**src/rtl/sram_bus_slave_pkg.sv**
```systemverilog
// Shared types and idle-level constants for the data-bus SRAM responder.
package sram_bus_slave_pkg;

    typedef logic [31:0] Word_t;

    typedef enum logic [2:0] {
        ST_IDLE,
        ST_READ,
        ST_WSETUP,
        ST_WPULSE,
        ST_WHOLD,
        ST_DONE
    } SramState_t;

    localparam logic [3:0] SRAM_BE_IDLE = 4'b1111;
    localparam logic [3:0] SRAM_BE_FULL = 4'b0000;

endpackage

```
**src/rtl/sram_bus_slave_if.sv**
```systemverilog
// CPU data-bus: single-cycle request from the memory stage, stall/read-data back.
interface Bus_if;
    import sram_bus_slave_pkg::*;

    Word_t      address;
    logic       read;
    logic       write;
    Word_t      data_wr;
    logic [3:0] mask;
    Word_t      data_rd;
    logic       stall;

    modport master (
        output address, read, write, data_wr, mask,
        input  data_rd, stall
    );

    modport slave (
        input  address, read, write, data_wr, mask,
        output data_rd, stall
    );

endinterface

```
**src/rtl/sram_bus_slave.sv**
```systemverilog
// Turns a one-cycle bus request into a multi-cycle asynchronous SRAM access,
// stalling the master until the access completes.
module sram_bus_slave
    import sram_bus_slave_pkg::*;
#(
    parameter int WAIT_CYCLES = 2,
    parameter int ADDR_WIDTH  = 20
) (
    input  logic                  clk,
    input  logic                  rst,
    Bus_if.slave                  bus,
    output logic [ADDR_WIDTH-1:0] sram_addr,
    input  Word_t                 sram_data_i,
    output Word_t                 sram_data_o,
    output logic                  sram_data_oe,
    output logic                  sram_ce_n,
    output logic                  sram_oe_n,
    output logic                  sram_we_n,
    output logic [3:0]            sram_be_n
);

    localparam int              CNT_W    = $clog2(WAIT_CYCLES + 1);
    localparam logic [CNT_W-1:0] CNT_LAST = CNT_W'(WAIT_CYCLES - 1);

    SramState_t            state, state_next;
    logic [CNT_W-1:0]      cnt;
    logic [ADDR_WIDTH-1:0] addr_q;
    Word_t                 wdata_q;
    logic [3:0]            mask_q;
    Word_t                 rdata_q;
    logic                  req;
    logic                  cnt_last;
    logic                  stall;

    assign req      = bus.read | bus.write;
    assign cnt_last = (cnt == CNT_LAST);

    // Counter restarts on every state change, so it only ever counts within READ/WPULSE.
    always_ff @(posedge clk) begin
        if (rst) begin
            state   <= ST_IDLE;
            cnt     <= '0;
            rdata_q <= '0;
        end else begin
            state <= state_next;
            if (state_next != state)
                cnt <= '0;
            else if (state == ST_READ || state == ST_WPULSE)
                cnt <= cnt + 1'b1;
            if (state == ST_READ && cnt_last)
                rdata_q <= sram_data_i;
        end
    end

    // Request registers: bus inputs are only sampled in IDLE, so in-flight writes never abort.
    always_ff @(posedge clk) begin
        if (state == ST_IDLE && req) begin
            addr_q  <= bus.address[ADDR_WIDTH+1:2];
            wdata_q <= bus.data_wr;
            mask_q  <= bus.mask;
        end
    end

    always_comb begin
        state_next   = state;
        stall        = 1'b0;
        sram_ce_n    = 1'b1;
        sram_oe_n    = 1'b1;
        sram_we_n    = 1'b1;
        sram_be_n    = SRAM_BE_IDLE;
        sram_data_oe = 1'b0;
        case (state)
            ST_IDLE: begin
                stall = req;
                if (bus.write)
                    state_next = ST_WSETUP;
                else if (bus.read)
                    state_next = ST_READ;
            end
            ST_READ: begin
                stall     = 1'b1;
                sram_ce_n = 1'b0;
                sram_oe_n = 1'b0;
                sram_be_n = SRAM_BE_FULL;
                if (cnt_last)
                    state_next = ST_DONE;
            end
            ST_WSETUP, ST_WPULSE, ST_WHOLD: begin
                stall        = 1'b1;
                sram_ce_n    = 1'b0;
                sram_be_n    = ~mask_q;
                sram_data_oe = 1'b1;
                if (state == ST_WSETUP) begin
                    state_next = ST_WPULSE;
                end else if (state == ST_WPULSE) begin
                    sram_we_n = 1'b0;
                    if (cnt_last)
                        state_next = ST_WHOLD;
                end else begin
                    state_next = ST_DONE;
                end
            end
            ST_DONE: begin
                state_next = ST_IDLE;
            end
            default: begin
                state_next = ST_IDLE;
            end
        endcase
    end

    assign sram_addr   = addr_q;
    assign sram_data_o = wdata_q;
    assign bus.data_rd = rdata_q;
    assign bus.stall   = stall;

endmodule
```
**src/flat_wrapper.sv**
```systemverilog
// flat-port wrapper written by rule: the top's interface ports become plain ports
module sram_bus_slave_flat import sram_bus_slave_pkg::*;
#(
    parameter int WAIT_CYCLES = 2,
    parameter int ADDR_WIDTH  = 20
)
  (clk, rst, sram_addr, sram_data_i, sram_data_o, sram_data_oe, sram_ce_n, sram_oe_n, sram_we_n, sram_be_n, bus_address, bus_read, bus_write, bus_data_wr, bus_mask, bus_data_rd, bus_stall);
  Bus_if bus_i ();
  input  logic clk;
  input  logic rst;
  output logic [ADDR_WIDTH-1:0] sram_addr;
  input  Word_t sram_data_i;
  output Word_t sram_data_o;
  output logic sram_data_oe;
  output logic sram_ce_n;
  output logic sram_oe_n;
  output logic sram_we_n;
  output logic [3:0] sram_be_n;
  input wire logic [$bits(bus_i.address)-1:0] bus_address;
  input wire logic [$bits(bus_i.read)-1:0] bus_read;
  input wire logic [$bits(bus_i.write)-1:0] bus_write;
  input wire logic [$bits(bus_i.data_wr)-1:0] bus_data_wr;
  input wire logic [$bits(bus_i.mask)-1:0] bus_mask;
  output wire logic [$bits(bus_i.data_rd)-1:0] bus_data_rd;
  output wire logic [$bits(bus_i.stall)-1:0] bus_stall;
  assign bus_i.address = bus_address;
  assign bus_i.read = bus_read;
  assign bus_i.write = bus_write;
  assign bus_i.data_wr = bus_data_wr;
  assign bus_i.mask = bus_mask;
  assign bus_data_rd = bus_i.data_rd;
  assign bus_stall = bus_i.stall;
  sram_bus_slave #(.WAIT_CYCLES(WAIT_CYCLES), .ADDR_WIDTH(ADDR_WIDTH)) u_core (.clk(clk), .rst(rst), .bus(bus_i), .sram_addr(sram_addr), .sram_data_i(sram_data_i), .sram_data_o(sram_data_o), .sram_data_oe(sram_data_oe), .sram_ce_n(sram_ce_n), .sram_oe_n(sram_oe_n), .sram_we_n(sram_we_n), .sram_be_n(sram_be_n));
endmodule
```
**config.mk**
```make
export PLATFORM = sky130hd
export DESIGN_NAME = sram_bus_slave_flat
export DESIGN_NICKNAME = d
export VERILOG_FILES = /design/src/rtl/sram_bus_slave_pkg.sv /design/src/rtl/sram_bus_slave_if.sv /design/src/rtl/sram_bus_slave.sv /design/src/flat_wrapper.sv
export SDC_FILE = /design/constraint.sdc
export NUM_CORES = 1
export LEC_CHECK = 0
export ABC_AREA = 1
export BUFFER_PORTS_ARGS = -buffer_cell sky130_fd_sc_hd__buf_4
export CORE_UTILIZATION = 42
export DETAILED_ROUTE_END_ITERATION = 10
export PLACE_DENSITY = 0.87
export SETUP_SLACK_MARGIN = 0.05
export SLEW_MARGIN = 20
export SYNTH_ARGS = -nofsm -noshare
export SYNTH_HDL_FRONTEND = slang
export SYNTH_SLANG_ARGS = --single-unit
```
**constraint.sdc**
```tcl
create_clock -name clk -period 3 [get_ports clk]
set_input_delay 0.75 -clock clk [delete_from_list [all_inputs] [get_ports clk]]
set_output_delay 0.75 -clock clk [all_outputs]
set_load 0.02 [all_outputs]
```
* Word level (Yosys, flattened, before mapping) *
Index checks and enable logic that the tools add are counted.

cells by class
  reduce and logical (&&, ||, !) cells = 7
  mux-type cells = 15
  equal/unequal tests = 6
  $add $sub $neg = 1
  bitwise gates (word level) = 2

operator list
  kind                 number
  $mux 3               6
  $pmux 3 s3           1
  $pmux 4 s2           1
  $eq 3x2->1 const B   2
  $mux 1               6
  $not 4->4            1
  $reduce_or 4->1      1
  $eq 3x1->1 const B   1
  $eq 3x3->1 const B   1
  $logic_not 3->1      1
  $ne 3x3->1           1
  $reduce_or 3->1      1
  $add 2x1->2 const B  1
  $eq 2x1->1 const B   1
  $logic_and 1x1->1    2
  $pmux 1 s2           1
  $reduce_or 2->1      1
  $logic_or 1x1->1     1
  $or 1x1->1           1

word-level totals
  output and inout bits = 93
  input bits = 104
  flip-flop bits (word level) = 93

* Longest topological paths before layout *
Gate-level depths: netlist of the first run.

  word-level depth = 7
  gate-level depth with buffers = 8
  gate-level depth less buffers = 8

* Least setup slack after synthesis of the first run *
Ideal clock, no wire load.

  path kind = input-to-reg
  start = in bus_read
  end = reg u_core.mask_q[0], enable pin
  cell stages on the path = 2
  path slack = 0.634 ns
  data arrival time = 1.956 ns
  cell sequence = o21ai_0 -> inv_1

on the way
  word-level cells in the longest chain between the ends = 2

ends and longest elaborated chain
  item                    line                  text
  start: declaration      flat_wrapper.sv:20    input wire logic [$bits(bus_i.read)-1:0] bus_read;
  $or 1x1->1              sram_bus_slave.sv:35  assign req = bus.read | bus.write;
  $logic_and 1x1->1       sram_bus_slave.sv:57  if (state == ST_IDLE && req) begin
  end signal: assignment  sram_bus_slave.sv:60  mask_q <= bus.mask;
  end: declaration        sram_bus_slave.sv:29  logic [3:0] mask_q;

No other way between the ends.
A chain may end at the register's enable or synchronous reset.

* Worst setup path in the final report of the first run *
  start = reg u_core.state[0]
  end = out sram_be_n[3]

on the way
  word-level cells in the longest chain between the ends = 3
  elaborated cells on any way between the ends = 6
  classes of those cells = 4 x eq/ne; 1 x mux; 1 x reduce/logical

ends and longest elaborated chain
  item                                             line                  text
  start: declaration                               sram_bus_slave.sv:25  SramState_t state, state_next;
  start signal: assignment                         sram_bus_slave.sv:45  state <= state_next;
  $eq 3x3->1 / $eq 3x2->1 (equally long branches)  sram_bus_slave.sv:72  case (state)
  $reduce_or 3->1                                  sram_bus_slave.sv:72
  $pmux 4 s2 (*)                                   sram_bus_slave.sv:72
  end: declaration                                 flat_wrapper.sv:18    output logic [3:0] sram_be_n;

Every way passes the cells marked *; elsewhere a longest branch is shown, timed or not.

==> insert_results.sql, run 1 <==
INSERT INTO impl_metrics (metric_group, metric, value, unit) VALUES
('outcome', 'run_status', 'complete, no violations', ''),
('logic_synthesis', 'netlist_instances', '259', ''),
('logic_synthesis', 'yosys_warnings', '0', ''),
('timing', 'worst_slew_margin_rel', '0.639', ''),
('cts', 'cts_hold_buffers', '0', ''),
('logic_synthesis', 'postSynthRegisterBits', '93', ''),
('floorplan', 'die-area', '0.00788', 'sq mm'),
('timing', 'final-max-slew-violation-count', '0', ''),
('timing', 'skew', '0.00823', 'ns'),
('global_route', 'grt_overflow', '0', ''),
('floorplan', 'fp.coreArea', '0.00725', 'sq mm'),
('layout', 'post-route-cell-area', '0.00485', 'sq mm'),
('floorplan', 'floorplan.io_pins', '197', ''),
('cts', 'cts_root_buf', 'sky130_fd_sc_hd__clkbuf_8', ''),
('layout', 'layout.cells.most_common', 'sky130_fd_sc_hd__buf_4', ''),
('global_route', 'initial_antenna_violation_count', '0', ''),
('global_route', 'grt_first_pass_wirelength', '11000', 'microns'),
('detailed_routing', 'ant_nets', '0', ''),
('critical_path', 'crit_start_category', 'register', ''),
('critical_path', 'reg2reg_slack', '0.99', 'ns'),
('timing', 'finalSetupTns', '0', 'ns'),
('detailed_routing', 'via_per_inst', '4.61', ''),
('hold_path', 'hp-start', 'u_core.bus.data_rd[16]', ''),
('cts', 'clk_pin_slew_worst_paths', '0.09', 'ns'),
('detailed_routing', 'detailroute.wirelength.met2', '3890', 'microns'),
('logic_synthesis', 'synth_nets', '364', ''),
('detailed_routing', 'detail_route.first_pass.iterations', '4', ''),
('layout', 'filler_cell_count', '525', ''),
('detailed_routing', 'sum_of_met3_wire_segment_lengths_after_detailed_routing', '744', 'microns'),
('global_route', 'grt_usage', '0.191', ''),
('cts', 'clock_buffer_depth', '2', ''),
('critical_path', 'critical_path.max_stage_delay', '0.42', 'ns'),
('timing', 'fin_crit', '2.42', 'ns'),
('critical_path', 'critical_path_most_common_cell', 'sky130_fd_sc_hd__inv_1', ''),
('detailed_routing', 'first_iter_violations', '105', ''),
('timing', 'setup-violations-final', '0', ''),
('power_and_ir_drop', 'finalPower', '4.44', 'mW'),
('placement', 'placement.cell_area', '0.00462', 'sq mm'),
('critical_path', 'arrival', '1.67', 'ns'),
('timing', 'achievable-frequency', '0.413', 'GHz'),
('logic_synthesis', 'syn_area', '0.00316', 'sq mm'),
('floorplan', 'fp.dieH', '88.8', 'microns'),
('placement', 'placement.io_buffers', '184', ''),
('hold_path', 'holdCritPathClass', 'reg -> reg', ''),
('floorplan', 'die_width', '88.8', 'microns'),
('critical_path', 'timing.rr.end', 'u_core.sram_addr[16]', ''),
('detailed_routing', 'route.detailed.wl_per_inst', '14.1', 'microns'),
('floorplan', 'placementRows', '31', ''),
('timing', 'holdWs', '0.470', 'ns'),
('logic_synthesis', 'synthDistinctLibCells', '18', ''),
('timing', 'final-hold-violation-count', '0', ''),
('layout', 'share_of_layout_cells_above_drive_strength_1', '0.460', ''),
('critical_path', 'critPathMaxFanout', '5', ''),
('cts', 'cts_setup_buffers', '0', ''),
('cts', 'cts_buffers', '9', ''),
('global_route', 'grt_max_degree', '36', ''),
('logic_synthesis', 'synth.yosys.seq_area_share', '0.766', ''),
('global_route', 'via_count_of_the_first_global_routing_pass', '2264', ''),
('layout', 'antenna_diode_count', '0', ''),
('critical_path', 'criticalPathCategory', 'reg -> out', ''),
('power_and_ir_drop', 'power_density', '915', 'mW/mm^2'),
('critical_path', 'timing.critical_path.slowest_stage_cell', 'sky130_fd_sc_hd__dfxtp_1', ''),
('timing', 'min_period_over_period', '0.807', ''),
('timing', 'grt_setup_unrepaired', 'no', ''),
('layout', 'net_count_final', '550', ''),
('critical_path', 'worst_r2r_startpoint', 'u_core.state[1]', ''),
('timing', 'postLayoutSetupSlackWorst', '0.578', 'ns'),
('cts', 'clock-sinks', '93', ''),
('cts', 'worstSkewPairLatency', '0.35', 'ns'),
('hold_path', 'worstHoldEndpoint', 'u_core.bus.data_rd[16]', ''),
('cts', 'postCtsResizedCells', '0', '');
power breakdown:
| group | internal [mW] | switching (mW) |
|---|---|---|
| Combinational | 0.624 | 1.01 |
| Clock | 0.500 | 0.433 |
| Sequential | 1.77 | 0.105 |
| Total | 2.90 | 1.55 |
registers in the layout, indices dropped and copies added, names as in the netlist:
register / count
u_core.bus.data_rd: 32
u_core.sram_data_o: 32
u_core.sram_addr: 20
u_core.mask_q: 4
u_core.state: 3
u_core.cnt: 2
Yosys cell counts:
| cell type | count | area [sq um] |
|---|---|---|
| sky130_fd_sc_hd__o21ai_0 | 7 | 35.0 |
| sky130_fd_sc_hd__ha_1 | 1 | 12.5 |
| sky130_fd_sc_hd__clkinv_2 | 1 | 5.00 |
| sky130_fd_sc_hd__clkbuf_1 | 4 | 15.0 |
| sky130_fd_sc_hd__a21oi_1 | 34 | 170 |
| sky130_fd_sc_hd__nand2_1 | 77 | 289 |
| sky130_fd_sc_hd__dfxtp_1 | 37 | 741 |
| sky130_fd_sc_hd__nor2_1 | 15 | 56.3 |
| sky130_fd_sc_hd__nand2_2 | 1 | 6.26 |
| sky130_fd_sc_hd__buf_6 | 3 | 33.8 |
| sky130_fd_sc_hd__inv_1 | 11 | 41.3 |
| sky130_fd_sc_hd__xor2_1 | 1 | 8.76 |
| sky130_fd_sc_hd__inv_2 | 2 | 7.51 |
| sky130_fd_sc_hd__nand3_1 | 4 | 20.0 |
| sky130_fd_sc_hd__nand3_4 | 1 | 17.5 |
| sky130_fd_sc_hd__edfxtp_1 | 56 | 1680 |
| sky130_fd_sc_hd__o211ai_1 | 1 | 7.51 |
| sky130_fd_sc_hd__buf_2 | 3 | 15.0 |
per-layer routing:
| metal | vias to the layer above | GRT usage |
|---|---|---|
| met5 | - | 0 |
| met4 | 0 | 0.0938 |
| met3 | 7 | 0.0728 |
| met2 | 118 | 0.313 |
| met1 | 1160 | 0.220 |
| li1 | 1244 | - |
worst max-delay path by stage:
stage	slack [ns]	end	from
after floorplan	0.63	u_core.mask_q[0]	bus_read
after global placement	0.88	bus_stall	bus_read
after detailed placement	0.87	bus_stall	bus_read
after CTS	0.56	sram_be_n[3]	u_core.state[0]
after global routing	0.37	sram_be_n[3]	u_core.state[0]
final	0.58	sram_be_n[3]	u_core.state[0]
layout make-up:
class / instances / area (sq um) / share of cell area
sequential: 93 / 2420 / 0.499
clock buffer: 10 / 138 / 0.0284
tap: 99 / 124 / 0.0255
timing repair buffer: 185 / 1400 / 0.289
multi-input combinational: 142 / 623 / 0.128
clock inverter: 6 / 92.6 / 0.0191
inverter: 14 / 53.8 / 0.0111
cells by family after synthesis:
| kind of cell | Yosys count | share of synthesized area |
|---|---|---|
| XOR/XNOR | 1 | 0.00277 |
| AO/OA/AOI/OAI | 42 | 0.0672 |
| AND/OR/NAND/NOR | 98 | 0.123 |
| adder cells (fa/ha/maj) | 1 | 0.00396 |
| flip-flops | 93 | 0.766 |
| buffers and inverters | 24 | 0.0372 |
stage by stage:
step / instances / utilization
after floorplan: 259 / -
after global placement: 533 / 0.638
after detailed placement: 533 / 0.638
after CTS: 549 / 0.669
after global routing: 549 / 0.669
final: 549 / 0.669
critical path: cells and delay by family (launching register included):
family                 cells  cell delay, ns
flip-flops                 1            0.42
buffers and inverters      3            0.39
AO/OA/AOI/OAI              1            0.11
AND/OR/NAND/NOR            3            0.41
Note: power is estimated with default switching activity, not from simulation.
==> inputs of run 2 (changes only) <==
Settings changed: ABC_AREA 1 to 0, CORE_UTILIZATION 42 to 39, PLACE_DENSITY 0.87 to 0.84.
Clock period 3 ns to 2.16 ns, I/O delays scaled along.
==> run 2 against run 1 <==
Against the previous run:
- combinational power fell by 51%
- design area is 4.5% higher
- total power is 11% lower
- critical path type unchanged
==> insert_results.sql, run 2 <==
INSERT INTO impl_metrics (metric_group, metric, value, unit) VALUES
('outcome', 'run_status', 'complete, no violations', ''),
('timing', 'worst_slew_pin_tran', '0.690', 'ns'),
('critical_path', 'critPathMaxFanout', '6', ''),
('hold_path', 'holdCritPathClass', 'in -> reg', ''),
('timing', 'worst_slew_margin_rel', '0.540', ''),
('global_route', 'grt_util_met2', '0.299', ''),
('global_route', 'grt_overflow', '0', ''),
('critical_path', 'criticalPathCategory', 'reg -> out', ''),
('critical_path', 'reg2reg_slack', '0.31', 'ns'),
('logic_synthesis', 'syn_area', '0.00336', 'sq mm'),
('timing', 'final-hold-violation-count', '0', ''),
('layout', 'share_of_layout_cells_above_drive_strength_1', '0.628', ''),
('critical_path', 'worst_r2r_startpoint', 'u_core.state[2]', ''),
('logic_synthesis', 'yosys_warnings', '0', ''),
('logic_synthesis', 'synth_commonest_cells', '56 x sky130_fd_sc_hd__edfxtp_1, 37 x sky130_fd_sc_hd__dfxtp_1, 36 x sky130_fd_sc_hd__nand2_1', ''),
('critical_path', 'startpoint', 'u_core.state[2]', ''),
('timing', 'finalSetupTns', '0', 'ns'),
('critical_path', 'critical_path_required', '1.62', 'ns'),
('logic_synthesis', 'postSynthRegisterBits', '93', ''),
('logic_synthesis', 'yosys.cell_count.top_type', 'sky130_fd_sc_hd__edfxtp_1', ''),
('power_and_ir_drop', 'static-leakage-power', '2.05', 'nW'),
('timing', 'fin_crit', '2.06', 'ns'),
('cts', 'depth_of_the_cts_h_tree', '3', ''),
('timing', 'grt_setup_unrepaired', 'no', ''),
('timing', 'achievable-frequency', '0.485', 'GHz'),
('layout', 'layout.cells.most_common', 'sky130_fd_sc_hd__buf_4', ''),
('critical_path', 'path_delay_family', 'flip-flops', ''),
('placement', 'dpl.hpwl', '5720', 'microns'),
('timing', 'min_period_over_period', '0.954', ''),
('detailed_routing', 'route.detailed.drc', '0', ''),
('logic_synthesis', 'syn_area_cell', '13.7', 'sq um'),
('cts', 'cts_root_buf', 'sky130_fd_sc_hd__clkbuf_8', ''),
('critical_path', 'crit_start_category', 'register', ''),
('floorplan', 'initial_standard_cell_utilization_of_the_core', '0.407', ''),
('global_route', 'grt_max_degree', '57', ''),
('logic_synthesis', 'synth_top_cell_by_area', 'sky130_fd_sc_hd__edfxtp_1', ''),
('critical_path', 'timing.critical_path.slowest_stage_cell', 'sky130_fd_sc_hd__dfxtp_4', ''),
('detailed_routing', 'ant_nets', '0', ''),
('global_route', 'grt_use_met1', '0.177', ''),
('floorplan', 'placementRows', '33', ''),
('layout', 'layout_common_cells', '193 x sky130_fd_sc_hd__buf_4, 56 x sky130_fd_sc_hd__edfxtp_1, 36 x sky130_fd_sc_hd__nand2_1', ''),
('logic_synthesis', 'edff_count_synth', '56', ''),
('detailed_routing', 'detail_route.first_pass.iterations', '4', ''),
('timing', 'skew', '0.0142', 'ns'),
('floorplan', 'die-area', '0.00899', 'sq mm'),
('logic_synthesis', 'netlist_instances', '246', ''),
('timing', 'final-max-slew-violation-count', '0', ''),
('layout', 'net_count_final', '542', ''),
('layout', 'antenna_diode_count', '0', ''),
('placement', 'finalWeightedCongestion', '0.790', ''),
('timing', 'holdWs', '0.352', 'ns'),
('detailed_routing', 'via_per_inst', '4.65', ''),
('critical_path', 'worst-r2r-cell-count', '7', ''),
('detailed_routing', 'first_iter_violations', '53', ''),
('timing', 'setup-violations-final', '0', ''),
('global_route', 'global_route.peak_usage_layer', 'met2', ''),
('layout', 'area_growth', '51.0', '%'),
('floorplan', 'fp.dieH', '94.8', 'microns'),
('critical_path', 'timing.rr.end', 'u_core.bus.data_rd[29]', ''),
('global_route', 'via_count_of_the_first_global_routing_pass', '2491', ''),
('cts', 'clk_pin_slew_worst_paths', '0.09', 'ns'),
('critical_path', 'worstPathBufferInverterCount', '2', ''),
('logic_synthesis', 'synth_nets', '351', ''),
('critical_path', 'critical_path.max_stage_delay', '0.38', 'ns'),
('critical_path', 'path_cells', 'buf_6 > o21a_1 > nor2_2 > or2_2 > buf_4', ''),
('power_and_ir_drop', 'power_density', '777', 'mW/mm^2'),
('layout', 'final_core_utilization', '0.614', ''),
('logic_synthesis', 'synth_async_sr_flop_share', '0', ''),
('logic_synthesis', 'synth_flop_cell', 'sky130_fd_sc_hd__edfxtp_1', ''),
('detailed_routing', 'route.detailed.wl_per_inst', '14.3', 'microns'),
('detailed_routing', 'postRouteWirelength', '7810', 'microns'),
('layout', 'filler_cell_count', '669', ''),
('cts', 'clock_buffer_depth', '2', ''),
('logic_synthesis', 'synthTopCellsByArea', 'sky130_fd_sc_hd__edfxtp_1 50%, sky130_fd_sc_hd__dfxtp_1 22%, sky130_fd_sc_hd__a21oi_2 6.8%', ''),
('power_and_ir_drop', 'vdd_ir_drop_max', '0.454', 'mV'),
('global_route', 'grt_usage', '0.171', ''),
('floorplan', 'floorplan.io_pins', '197', ''),
('global_route', 'grt_use_met3', '0.0451', ''),
('cts', 'worstSkewPairLatency', '0.36', 'ns'),
('floorplan', 'die_width', '94.8', 'microns'),
('global_route', 'grt_first_pass_wirelength', '11400', 'microns'),
('critical_path', 'timing.critical_path.depth', '5', ''),
('cts', 'cts_hold_buffers', '0', ''),
('run', 'cap_violations', '0', ''),
('placement', 'placement.io_buffers', '184', ''),
('logic_synthesis', 'synth_top_area_share', '0.501', ''),
('logic_synthesis', 'synth.yosys.seq_area_share', '0.721', ''),
('cts', 'cts_buffers', '9', ''),
('detailed_routing', 'vias_post_dr', '2539', ''),
('global_route', 'initial_antenna_violation_count', '0', ''),
('cts', 'clock-sinks', '93', ''),
('critical_path', 'cp-end-kind', 'primary output', ''),
('cts', 'tritoncts', 'yes', ''),
('critical_path', 'arrival', '1.52', 'ns'),
('logic_synthesis', 'synthDistinctLibCells', '33', ''),
('floorplan', 'fp.coreArea', '0.00826', 'sq mm'),
('critical_path', 'timing.critical_path.to', 'bus_stall', '');
-- run 2: cell type report --
class | count | area [sq um] | share of cell area
clock inverters | 6 | 46.3 | 0.00913
multi-input cells | 134 | 860 | 0.170
inverters | 5 | 18.8 | 0.00370
well taps | 105 | 131 | 0.0259
flip-flops and latches | 93 | 2430 | 0.479
repair buffers | 194 | 1460 | 0.288
clock buffers | 9 | 124 | 0.0244
-- run 2: cells by family (layout without fill, tap and decap cells) --
logic type	Yosys count	in the layout	share of synthesized area
xor+xnor	1	1	0.00261
buf+inv	19	214	0.0324
fa+ha+maj	1	1	0.00373
compound gates	46	46	0.105
flops	93	93	0.721
mux	1	1	0.00298
simple gates	85	85	0.132
-- run 2: per-layer routing --
metal	up-vias	routed length, microns
li1	1230	-
met1	1175	2920
met2	104	4060
met3	30	506
met4	0	322
met5	-	0
-- run 2: per-stage QoR --
step | worst slack [ns] | instance area, sq um | total power, mW | cells
3_5_place_dp | 0.233 | 4830 | 2.95 | 526
3_3_place_gp | 0.317 | 4830 | 2.92 | 526
5_1_grt | 0.0384 | 5070 | 4.10 | 546
4_1_cts | 0.0516 | 5040 | 3.98 | 543
2_1_floorplan | 0.0670 | 3370 | 2.54 | 246
6_report | 0.100 | 5070 | 3.94 | 546
-- run 2: timing repair --
| item | CTS | global route |
|---|---|---|
| gates resized for setup | 8 | 2 |
| buffers inserted | 2 | 3 |
| endpoints found under the hold margin | 0 | 0 |
| cloned | 0 | 0 |
| setup endpoints to repair | 8 | 6 |
| pin swaps | 0 | 1 |
-- run 2: worst min-delay path by stage --
stage	startpoint	endpoint	slack [ns]	depth (start not counted)
detailed placement	u_core.bus.data_rd[29]	u_core.bus.data_rd[29]	0.45	2
floorplan	u_core.cnt[0]	u_core.cnt[0]	0.49	2
global placement	u_core.bus.data_rd[1]	u_core.bus.data_rd[1]	0.44	2
CTS	bus_data_wr[18]	u_core.sram_data_o[18]	0.33	1
finish	bus_data_wr[18]	u_core.sram_data_o[18]	0.35	1
global route	bus_address[14]	u_core.sram_addr[12]	0.33	1
-- run 2: power by group --
group	leakage, nW	internal (mW)	switching [mW]
registers	0.836	2.06	0.0569
logic	1.13	0.356	0.444
clock network	0.0821	0.420	0.605
total	2.05	2.83	1.11
==> inputs of run 3 (changes only) <==
Settings changed: PLACE_DENSITY 0.84 to 0.8.
==> run 3 against run 2 <==
Against the previous run:
- register-to-register slack gained 0.05 ns
- hold slack better by 0.0078 ns
- sequential power about the same
- highest routed layer unchanged
- design area barely moved
- critical endpoint unchanged
- total power increased by 2.8%
- maximum frequency up 1.1%
==> insert_results.sql, run 3 (same netlist as run 2, synthesis figures left out) <==
INSERT INTO impl_metrics (metric_group, metric, value, unit) VALUES
('critical_path', 'crit_start_category', 'register', ''),
('layout', 'layout_common_cells', '190 x sky130_fd_sc_hd__buf_4, 56 x sky130_fd_sc_hd__edfxtp_1, 36 x sky130_fd_sc_hd__nand2_1', ''),
('floorplan', 'fp.coreArea', '0.00826', 'sq mm'),
('detailed_routing', 'via_per_inst', '4.62', ''),
('timing', 'final-max-slew-violation-count', '0', ''),
('global_route', 'global_route.peak_usage_layer', 'met2', ''),
('critical_path', 'critical_path.max_stage_delay', '0.45', 'ns'),
('hold_path', 'worst_hold_path.num_cells', '1', ''),
('critical_path', 'critical_path_required', '1.62', 'ns'),
('placement', 'cell_total_after_placement', '526', ''),
('timing', 'min_period_over_period', '0.943', ''),
('critical_path', 'cp-end-kind', 'primary output', ''),
('detailed_routing', 'ant_nets', '0', ''),
('floorplan', 'die-area', '0.00899', 'sq mm'),
('layout', 'post-route-cell-area', '0.00507', 'sq mm'),
('cts', 'worstSkewPairLatency', '0.35', 'ns'),
('timing', 'fin_crit', '2.04', 'ns'),
('floorplan', 'fp.dieH', '94.8', 'microns'),
('placement', 'placement.io_buffers', '184', ''),
('power_and_ir_drop', 'static-leakage-power', '2.05', 'nW'),
('cts', 'depth_of_the_cts_h_tree', '3', ''),
('layout', 'fin_cells', '543', ''),
('global_route', 'grt_max_degree', '57', ''),
('timing', 'setup-violations-final', '0', ''),
('global_route', 'grt_util_met2', '0.306', ''),
('global_route', 'via_count_of_the_first_global_routing_pass', '2453', ''),
('timing', 'postLayoutSetupSlackWorst', '0.123', 'ns'),
('global_route', 'grt_overflow', '0', ''),
('detailed_routing', 'first_iter_violations', '65', ''),
('timing', 'finalSetupTns', '0', 'ns'),
('placement', 'place_worst_setup_slack', '0.278', 'ns'),
('critical_path', 'criticalPathCategory', 'reg -> out', ''),
('global_route', 'grt_usage', '0.176', ''),
('critical_path', 'reg2reg_slack', '0.36', 'ns'),
('critical_path', 'timing.critical_path.slowest_stage_cell', 'sky130_fd_sc_hd__dfxtp_4', ''),
('timing', 'grt_setup_unrepaired', 'yes', ''),
('placement', 'dpl.hpwl', '5650', 'microns'),
('power_and_ir_drop', 'vdd_ir_drop_max', '0.403', 'mV'),
('global_route', 'grt_use_met1', '0.202', ''),
('layout', 'layout.cells.most_common', 'sky130_fd_sc_hd__buf_4', ''),
('cts', 'cts_root_buf', 'sky130_fd_sc_hd__clkbuf_8', ''),
('timing', 'achievable-frequency', '0.491', 'GHz'),
('hold_path', 'worstHoldEndpoint', 'u_core.sram_addr[4]', ''),
('outcome', 'run_status', 'complete, no violations', ''),
('timing', 'worst_slew_margin_rel', '0.542', ''),
('layout', 'antenna_diode_count', '0', ''),
('critical_path', 'critPathMaxFanout', '12', ''),
('critical_path', 'critical_path_most_common_cell', 'sky130_fd_sc_hd__buf_4', ''),
('placement', 'placement.cell_area', '0.00483', 'sq mm'),
('critical_path', 'timing.rr.end', 'u_core.sram_data_o[8]', ''),
('floorplan', 'die_width', '94.8', 'microns'),
('global_route', 'grt_use_met3', '0.0556', ''),
('timing', 'worst_slew_pin_tran', '0.687', 'ns'),
('critical_path', 'arrival', '1.50', 'ns'),
('cts', 'clk_pin_slew_worst_paths', '0.10', 'ns'),
('placement', 'finalWeightedCongestion', '0.702', ''),
('power_and_ir_drop', 'power_density', '799', 'mW/mm^2'),
('cts', 'clock_buffer_depth', '2', ''),
('run', 'cap_violations', '0', ''),
('detailed_routing', 'vias_post_dr', '2511', ''),
('detailed_routing', 'route.detailed.drc', '0', ''),
('layout', 'share_of_layout_cells_above_drive_strength_1', '0.626', ''),
('critical_path', 'worst-r2r-cell-count', '4', ''),
('floorplan', 'floorplan.io_pins', '197', ''),
('critical_path', 'path_cells', 'nor3_4 > buf_4 > o21a_4 > or2_2 > buf_4', ''),
('cts', 'cts_buffers', '9', ''),
('floorplan', 'placementRows', '33', ''),
('cts', 'clock-sinks', '93', ''),
('hold_path', 'holdCritPathClass', 'in -> reg', ''),
('layout', 'area_growth', '50.9', '%'),
('hold_path', 'hp-start', 'bus_address[6]', ''),
('detailed_routing', 'route.detailed.wl_per_inst', '14.3', 'microns'),
('global_route', 'initial_antenna_violation_count', '0', ''),
('cts', 'tritoncts', 'yes', ''),
('layout', 'filler_cell_count', '678', ''),
('global_route', 'grt_first_pass_wirelength', '12000', 'microns'),
('layout', 'net_count_final', '538', ''),
('floorplan', 'initial_standard_cell_utilization_of_the_core', '0.407', ''),
('cts', 'cts_hold_buffers', '0', ''),
('detailed_routing', 'postRouteWirelength', '7770', 'microns'),
('timing', 'skew', '0.0106', 'ns'),
('detailed_routing', 'detail_route.first_pass.iterations', '4', ''),
('critical_path', 'worst_r2r_startpoint', 'u_core.state[1]', ''),
('timing', 'final-hold-violation-count', '0', '');
run 3: repair_timing:
action / 4_1_cts / 5_1_grt
setup endpoints to repair: 8 / 8
buffers inserted: 0 / 1
pin swaps: 0 / 1
gates resized for setup: 6 / 6
run 3: final cells by class:
cell class                      count  area (sq um)  area share
Clock inverter                      6          61.3      0.0121
Multi-Input combinational cell    134           870       0.172
Clock buffer                       10           128      0.0252
Inverter                            5          18.8     0.00370
Sequential cell                    93          2430       0.480
Tap cell                          105           131      0.0259
Timing Repair Buffer              190          1430       0.281
run 3: metrics by stage:
step                hold slack [ns]   util  total power, mW
finish                        0.360  0.614             4.05
global route                  0.331  0.614             4.23
CTS                           0.337  0.610             4.09
detailed placement            0.450  0.585             2.95
global placement              0.445  0.585             2.92
floorplan                     0.491      -             2.54
run 3: layer usage:
layer  vias up  wire length [microns]
li1       1226                      -
met1      1166                   2980
met2       107                   4040
met3        12                    642
met4         0                    105
met5         -                      0
run 3: power by group:
group	internal (mW)	switching [mW]
registers	2.06	0.0621
clock network	0.537	0.598
logic	0.355	0.438
total	2.95	1.10
run 3: worst max-delay path, delay by kind of cell (launching register included):
family	cells	cell delay, ns
AND/OR/NAND/NOR	2	0.32
buffers and inverters	2	0.29
flip-flops	1	0.45
AO/OA/AOI/OAI	1	0.10
run 3: how the worst max path moves through the flow:
stage	slack, ns	end	from
3_5_place_dp	0.28	bus_stall	u_core.state[2]
2_1_floorplan	0.07	bus_stall	u_core.state[2]
5_1_grt	0.04	bus_stall	u_core.state[1]
3_3_place_gp	0.28	bus_stall	u_core.state[2]
6_report	0.12	bus_stall	u_core.state[2]
4_1_cts	0.04	bus_stall	u_core.state[0]
